[src/rtl/drone_ctrl_pkg.sv]
// Shared constants for the drone on/off control path: gesture codes,
// controller state encoding and on/off values used by the state register.
package drone_ctrl_pkg;

    localparam int unsigned GEST_W  = 3;
    localparam int unsigned STATE_W = 3;

    // Gesture classifier output codes; 3..7 are movement commands
    localparam logic [GEST_W-1:0] GEST_NONE     = 3'd0;
    localparam logic [GEST_W-1:0] GEST_ON       = 3'd1;
    localparam logic [GEST_W-1:0] GEST_OFF      = 3'd2;
    localparam logic [GEST_W-1:0] GEST_MOVE_MIN = 3'd3;

    // Controller state encoding, also exported on ctrl_state
    localparam logic [STATE_W-1:0] S_OFF       = 3'd0;
    localparam logic [STATE_W-1:0] S_ARMING    = 3'd1;
    localparam logic [STATE_W-1:0] S_ON        = 3'd2;
    localparam logic [STATE_W-1:0] S_DISARMING = 3'd3;
    localparam logic [STATE_W-1:0] S_HOLDOFF   = 3'd4;

    // Drone on/off register values
    localparam logic OFF = 1'b0;
    localparam logic ON  = 1'b1;

endpackage

[src/rtl/gesture_arm_controller_if.sv]
// Classifier-to-controller bus: gesture frames and on/off feedback in,
// command pulses and debug state out.
interface gesture_arm_controller_if;
    import drone_ctrl_pkg::*;

    logic               gesture_valid;
    logic [GEST_W-1:0]  gesture_code;
    logic               on_off_s;
    logic               is_on;
    logic               is_off;
    logic               auto_off;
    logic [STATE_W-1:0] ctrl_state;

    // Environment side: classifier plus on/off state register
    modport master (
        output gesture_valid,
        output gesture_code,
        output on_off_s,
        input  is_on,
        input  is_off,
        input  auto_off,
        input  ctrl_state
    );

    // Controller side
    modport slave (
        input  gesture_valid,
        input  gesture_code,
        input  on_off_s,
        output is_on,
        output is_off,
        output auto_off,
        output ctrl_state
    );

endinterface

[src/rtl/activity_watchdog.sv]
// Clearable, enable-gated saturating cycle counter; expired_c is high for the
// single enabled cycle in which the count sits at LIMIT-1.
module activity_watchdog #(
    parameter int unsigned LIMIT = 16
) (
    input  logic clock,
    input  logic reset,
    input  logic clear_i,
    input  logic enable_i,
    output logic expired_c
);

    localparam int unsigned CW = $clog2(LIMIT + 1);

    logic [CW-1:0] cnt_q;
    logic [CW-1:0] cnt_d;

    // Clear wins over counting; count parks at LIMIT so expiry cannot repeat
    always_comb begin
        cnt_d = cnt_q;
        if (clear_i) begin
            cnt_d = '0;
        end else if (enable_i && (cnt_q != CW'(LIMIT))) begin
            cnt_d = cnt_q + CW'(1);
        end
    end

    always_ff @(posedge clock) begin
        if (reset) begin
            cnt_q <= '0;
        end else begin
            cnt_q <= cnt_d;
        end
    end

    assign expired_c = enable_i && (cnt_q == CW'(LIMIT - 1));

endmodule

[src/rtl/gesture_arm_controller.sv]
// Turns the classified gesture stream into confirmed is_on/is_off commands,
// with post-command hold-off, inactivity auto-off and on/off feedback resync.
module gesture_arm_controller
    import drone_ctrl_pkg::*;
#(
    parameter int unsigned CONFIRM_FRAMES  = 8,
    parameter int unsigned COOLDOWN_CYCLES = 27000000,
    parameter int unsigned TIMEOUT_CYCLES  = 81000000
) (
    input  logic                     clock,
    input  logic                     reset,
    gesture_arm_controller_if.slave  bus
);

    localparam int unsigned FW = $clog2(CONFIRM_FRAMES + 1);

    logic [STATE_W-1:0] state_q, state_d;
    logic [FW-1:0]      frame_cnt_q, frame_cnt_d;
    logic               is_on_q, is_on_d;
    logic               is_off_q, is_off_d;
    logic               auto_off_q, auto_off_d;

    logic          gest_on_c;
    logic          gest_off_c;
    logic          activity_c;
    logic          wd_active_c;
    logic          wd_clear_c;
    logic          timeout_c;
    logic          cd_active_c;
    logic          cooldown_done_c;
    logic [FW-1:0] frame_inc_c;
    logic          confirm_c;

    assign gest_on_c   = bus.gesture_valid && (bus.gesture_code == GEST_ON);
    assign gest_off_c  = bus.gesture_valid && (bus.gesture_code == GEST_OFF);
    assign activity_c  = bus.gesture_valid && (bus.gesture_code != GEST_NONE);
    assign wd_active_c = (state_q == S_ON) || (state_q == S_DISARMING);
    assign cd_active_c = (state_q == S_HOLDOFF);

    // Saturating frame increment; reaching CONFIRM_FRAMES is the confirm
    assign frame_inc_c = (frame_cnt_q == FW'(CONFIRM_FRAMES)) ? frame_cnt_q
                                                              : frame_cnt_q + FW'(1);
    assign confirm_c   = (frame_inc_c == FW'(CONFIRM_FRAMES));

    // Watchdog restarts on activity, whenever idle, and on every entry to S_ON
    assign wd_clear_c = !wd_active_c || activity_c ||
                        ((state_d == S_ON) && (state_q != S_ON));

    activity_watchdog #(
        .LIMIT     (TIMEOUT_CYCLES)
    ) u_timeout (
        .clock     (clock),
        .reset     (reset),
        .clear_i   (wd_clear_c),
        .enable_i  (wd_active_c),
        .expired_c (timeout_c)
    );

    activity_watchdog #(
        .LIMIT     (COOLDOWN_CYCLES)
    ) u_cooldown (
        .clock     (clock),
        .reset     (reset),
        .clear_i   (!cd_active_c),
        .enable_i  (cd_active_c),
        .expired_c (cooldown_done_c)
    );

    // Next-state and command decode; feedback resync outranks gestures and timeout
    always_comb begin
        state_d     = state_q;
        frame_cnt_d = frame_cnt_q;
        is_on_d     = 1'b0;
        is_off_d    = 1'b0;
        auto_off_d  = 1'b0;

        case (state_q)
            S_OFF: begin
                if (bus.on_off_s == ON) begin
                    state_d     = S_ON;
                    frame_cnt_d = '0;
                end else if (gest_on_c) begin
                    state_d     = S_ARMING;
                    frame_cnt_d = FW'(1);
                end
            end

            S_ARMING: begin
                if (bus.on_off_s == ON) begin
                    state_d     = S_ON;
                    frame_cnt_d = '0;
                end else if (gest_on_c) begin
                    if (confirm_c) begin
                        is_on_d     = 1'b1;
                        state_d     = S_HOLDOFF;
                        frame_cnt_d = '0;
                    end else begin
                        frame_cnt_d = frame_inc_c;
                    end
                end else if (bus.gesture_valid) begin
                    state_d     = S_OFF;
                    frame_cnt_d = '0;
                end
            end

            S_ON: begin
                if (bus.on_off_s == OFF) begin
                    state_d     = S_OFF;
                    frame_cnt_d = '0;
                end else if (timeout_c) begin
                    is_off_d    = 1'b1;
                    auto_off_d  = 1'b1;
                    state_d     = S_HOLDOFF;
                    frame_cnt_d = '0;
                end else if (gest_off_c) begin
                    state_d     = S_DISARMING;
                    frame_cnt_d = FW'(1);
                end
            end

            S_DISARMING: begin
                if (bus.on_off_s == OFF) begin
                    state_d     = S_OFF;
                    frame_cnt_d = '0;
                end else if (timeout_c || (gest_off_c && confirm_c)) begin
                    // A coincident timeout and confirm still yield one is_off
                    is_off_d    = 1'b1;
                    auto_off_d  = timeout_c;
                    state_d     = S_HOLDOFF;
                    frame_cnt_d = '0;
                end else if (gest_off_c) begin
                    frame_cnt_d = frame_inc_c;
                end else if (bus.gesture_valid) begin
                    state_d     = S_ON;
                    frame_cnt_d = '0;
                end
            end

            S_HOLDOFF: begin
                if (cooldown_done_c) begin
                    state_d     = (bus.on_off_s == ON) ? S_ON : S_OFF;
                    frame_cnt_d = '0;
                end
            end

            default: begin
                state_d     = S_OFF;
                frame_cnt_d = '0;
            end
        endcase
    end

    always_ff @(posedge clock) begin
        if (reset) begin
            state_q     <= S_OFF;
            frame_cnt_q <= '0;
            is_on_q     <= 1'b0;
            is_off_q    <= 1'b0;
            auto_off_q  <= 1'b0;
        end else begin
            state_q     <= state_d;
            frame_cnt_q <= frame_cnt_d;
            is_on_q     <= is_on_d;
            is_off_q    <= is_off_d;
            auto_off_q  <= auto_off_d;
        end
    end

    assign bus.is_on      = is_on_q;
    assign bus.is_off     = is_off_q;
    assign bus.auto_off   = auto_off_q;
    assign bus.ctrl_state = state_q;

endmodule

[src/flat_wrapper.sv]
// flat-port wrapper written by rule: the top's interface ports become plain ports
module gesture_arm_controller_flat import drone_ctrl_pkg::*;
#(
    parameter int unsigned CONFIRM_FRAMES  = 8,
    parameter int unsigned COOLDOWN_CYCLES = 27000000,
    parameter int unsigned TIMEOUT_CYCLES  = 81000000
)
  (clock, reset, bus_gesture_valid, bus_gesture_code, bus_on_off_s, bus_is_on, bus_is_off, bus_auto_off, bus_ctrl_state);
  gesture_arm_controller_if bus_i ();
  input  logic clock;
  input  logic reset;
  input wire logic [$bits(bus_i.gesture_valid)-1:0] bus_gesture_valid;
  input wire logic [$bits(bus_i.gesture_code)-1:0] bus_gesture_code;
  input wire logic [$bits(bus_i.on_off_s)-1:0] bus_on_off_s;
  output wire logic [$bits(bus_i.is_on)-1:0] bus_is_on;
  output wire logic [$bits(bus_i.is_off)-1:0] bus_is_off;
  output wire logic [$bits(bus_i.auto_off)-1:0] bus_auto_off;
  output wire logic [$bits(bus_i.ctrl_state)-1:0] bus_ctrl_state;
  assign bus_i.gesture_valid = bus_gesture_valid;
  assign bus_i.gesture_code = bus_gesture_code;
  assign bus_i.on_off_s = bus_on_off_s;
  assign bus_is_on = bus_i.is_on;
  assign bus_is_off = bus_i.is_off;
  assign bus_auto_off = bus_i.auto_off;
  assign bus_ctrl_state = bus_i.ctrl_state;
  gesture_arm_controller #(.CONFIRM_FRAMES(CONFIRM_FRAMES), .COOLDOWN_CYCLES(COOLDOWN_CYCLES), .TIMEOUT_CYCLES(TIMEOUT_CYCLES)) u_core (.clock(clock), .reset(reset), .bus(bus_i));
endmodule
[config.mk]
export PLATFORM = sky130hd
export DESIGN_NAME = gesture_arm_controller_flat
export DESIGN_NICKNAME = d
export VERILOG_FILES = /design/src/rtl/drone_ctrl_pkg.sv /design/src/rtl/gesture_arm_controller_if.sv /design/src/rtl/activity_watchdog.sv /design/src/rtl/gesture_arm_controller.sv /design/src/flat_wrapper.sv
export SDC_FILE = /design/constraint.sdc
export NUM_CORES = 1
export LEC_CHECK = 0
export ABC_CLOCK_PERIOD_IN_PS = 5100
export CAP_MARGIN = 30
export CORE_MARGIN = 2
export CORE_UTILIZATION = 45
export CTS_CLUSTER_DIAMETER = 150
export DETAILED_ROUTE_END_ITERATION = 7
export PLACE_DENSITY = 0.61
export SYNTH_ARGS = -nofsm -noshare
export SYNTH_HDL_FRONTEND = slang
export SYNTH_SLANG_ARGS = --single-unit
[constraint.sdc]
create_clock -name clock -period 5.1 [get_ports clock]
set_input_delay 1.02 -clock clock [delete_from_list [all_inputs] [get_ports clock]]
set_output_delay 1.02 -clock clock [all_outputs]
set_load 0.005 [all_outputs]
==> metrics <==
async set-reset flop share out of synthesis=0%; most numerous cell in the Yosys netlist=nor2_1; dpl cell area=between 0.003 and 0.004 mm²; Cells after Synth=393; worst ir drop on vdd=between 0.15 and 0.2 mV; PwrDens=approximately 260 mW/mm²; antenna-violating nets left=0; Critical Path Max Stage Delay=roughly 0.52 ns; max-slew violation count=0; Post-synth EDFFs=0; Tmin final=~2.7 ns; Post-Syn Nets=a little over 400; Worst-path clk slew=approximately 0.070 ns; type of the tightest min-delay check=reg2reg; arrival time worst endpoint=approximately 2.9 ns; RSZ-0062 raised after global routing=no; Initial Utilization=about 46%; CP startpoint kind=primary input; Power, Total=about 970 µW; Mapped Area=between 0.003 and 0.004 mm²; die area=approximately 0.008 mm²; Yosys reg bits=62; setup bufs post-CTS=0; initial drt markers=roughly 160; Vias/cell=5.337; CTS sink cnt=just over 60; Root Driver=clkbuf_8; Die Span Y=a little under 90 µm; total track usage=around 18%; setup TNS=0 ns; Post-synth top flop=dfxtp_1; FMAX=around 0.38 GHz; # DRC=0; share of the synthesized area in the top cell type=a little under two fifths; vias in the first global route=~2600; CTS tree=built; port bufs=12; final instance area=about 0.0037 mm²; outcome=finished, final reports clean; CTS max path bufs=2; DPL Wire Length=roughly 4.6 mm; n_diodes=0; final wirelength=6.458 mm; Setup Skew=around 0.013 ns; Finished Core Util=roughly half; Worst Setup End Kind=flip-flop; Yosys Warn Count=0; final-report hold violation count=0; CTS buffer count=9; post-cts sizing count=0; clk_lat worst skew=between 0.3 and 0.4 ns; first-pass GRT wire length=between 10 and 15 mm; Crit Path Category=in2reg; via count=about 2700; initial antenna violation count=0; Rows=31; final net count=between 400 and 500; period utilization=between 50% and 60%; top post-synthesis cells by count=nor2_1 (70), dfxtp_1 (62), xor2_1 (31); sequential fraction of the synthesis area=37.80%; synth unique cells=55; layout cell share with drive strength beyond 1=under 10%; Worst path top cell family by delay=simple AND/OR/NAND/NOR gates; grt total ovfl=0; number of hold buffers added after CTS=0; core area=0.007176 mm²; crit-path cells=clkdlybuf4s50_1, nor3b_1, nor3_1, a311oi_2, nor4b_1, a211oi_1; Slew headroom=between 60 and 70%; Final setup viols=0; Post-Syn Area per Cell=around 8.4 µm²; Static Leak=around 0.0012 µW; Die W=89.42 µm; drt first pass iters=5; Area contributors post-synth=dfxtp_1 (38%), xor2_1 (8.3%), nor2_1 (8.0%); largest net degree at the start of global routing=28; WP data required=5.30 ns; Max Cap Viol=0; WP buf/inv=1; crit-path max FO=5; Layout Area Growth over Synthesis=11.70%; Crit-path slowest cell=clkdlybuf4s50_1; WL/cell=12.79 µm; CTS H-tree depth=3; Boundary Pins=13; GPL Wtd Cong=around 0.91; dominant cell type by area after synthesis=dfxtp_1; worst slew pin tran=between 0.5 and 0.6 ns
## kinds of logic (layout without fill, tap and decap cells)
kind of cell	count (synthesis)	count (layout)	share of synthesized area (%)
buf+inv	25	38	3.087
compound gates	42	42	9.489
xor+xnor	48	48	12.80
flops	62	62	37.80
fa+ha+maj	6	6	2.287
simple gates	208	208	33.88
mux	2	2	0.6479
## layout by cell type (no fill, tap or decap), drive strengths merged, types with 3 or more instances in the layout
master | Yosys | final
a21oi | 13 | 13
a31oi | 3 | 3
and2 | 4 | 4
and3 | 11 | 11
and4 | 5 | 5
clkbuf | 10 | 12
clkdlybuf4s50 | 0 | 12
clkinv | 0 | 3
dfxtp | 62 | 62
ha | 6 | 6
inv | 9 | 9
nand2 | 25 | 25
nand3 | 18 | 18
nand4 | 21 | 21
nand4b | 3 | 3
nor2 | 71 | 71
nor2b | 3 | 3
nor3 | 13 | 13
nor3b | 4 | 4
nor4 | 6 | 6
o21ai | 6 | 6
o31a | 3 | 3
or2 | 3 | 3
or3 | 4 | 4
or3b | 3 | 3
xnor2 | 17 | 17
xor2 | 31 | 31
## sequential cells by signal (all words and copies together), names as in the netlist
signal                   flops
u_core.u_cooldown.cnt_q     25
u_core.bus.ctrl_state        3
u_core.frame_cnt_q           4
u_core.bus.auto_off          1
u_core.bus.is_off            1
u_core.u_timeout.cnt_q      27
u_core.bus.is_on             1
## worst register-to-register path: cells and delay by family (launching register included)
kind | cells | cell delay [ns]
compound gates | 2 | 0.73
fa+ha+maj | 1 | 0.24
buf+inv | 2 | 0.45
flops | 1 | 0.45
simple gates | 4 | 0.66
## through the flow
| step | hold slack (ns) | instances | setup WS (ns) |
|---|---|---|---|
| after floorplan | 0.4583 | 393 | 2.757 |
| after global placement | 0.4755 | 489 | 2.127 |
| after detailed placement | 0.4907 | 489 | 2.093 |
| after CTS | 0.5007 | 505 | 2.445 |
| after global routing | 0.5516 | 505 | 2.260 |
| final | 0.4912 | 505 | 2.439 |
## report_power, final
group / internal [µW] / leakage [µW] / switching (µW) / total, µW
sequential: 486 / 0.000500 / 3.91 / 490
clock: 250 / 0.000106 / 183 / 433
combinational: 18.2 / 0.000551 / 24.2 / 42.4
total: 754 / 0.00116 / 211 / 966
## worst paths after layout
kind | from | slack, ns | cells past startpoint | end
min | u_core.u_cooldown.cnt_q[12] | 0.49 | 2 | u_core.u_cooldown.cnt_q[12]
max | bus_gesture_code[0] | 2.44 | 6 | u_core.frame_cnt_q[0]
min reg2reg | u_core.u_cooldown.cnt_q[12] | 0.49 | 2 | u_core.u_cooldown.cnt_q[12]
max reg2reg | u_core.frame_cnt_q[0] | 2.48 | 9 | u_core.u_timeout.cnt_q[25]
## area by class of cell
type | count | area, µm²
fill | 697 | 3508
inverter | 9 | 33.78
multi-input combinational | 306 | 1941
clock inverter | 4 | 45.04
tap | 99 | 123.9
clock buffer | 12 | 155.1
sequential | 62 | 1241
timing repair buffer | 13 | 127.6
## metal layers
layer / routed length, µm / track usage (%)
met3: 266 / 4.432
met2: 2850 / 27.14
met4: 55 / 7.463
met5: 0 / 0
met1: 3286 / 24.99
No activity file was read; power rests on OpenSTA's default activity.
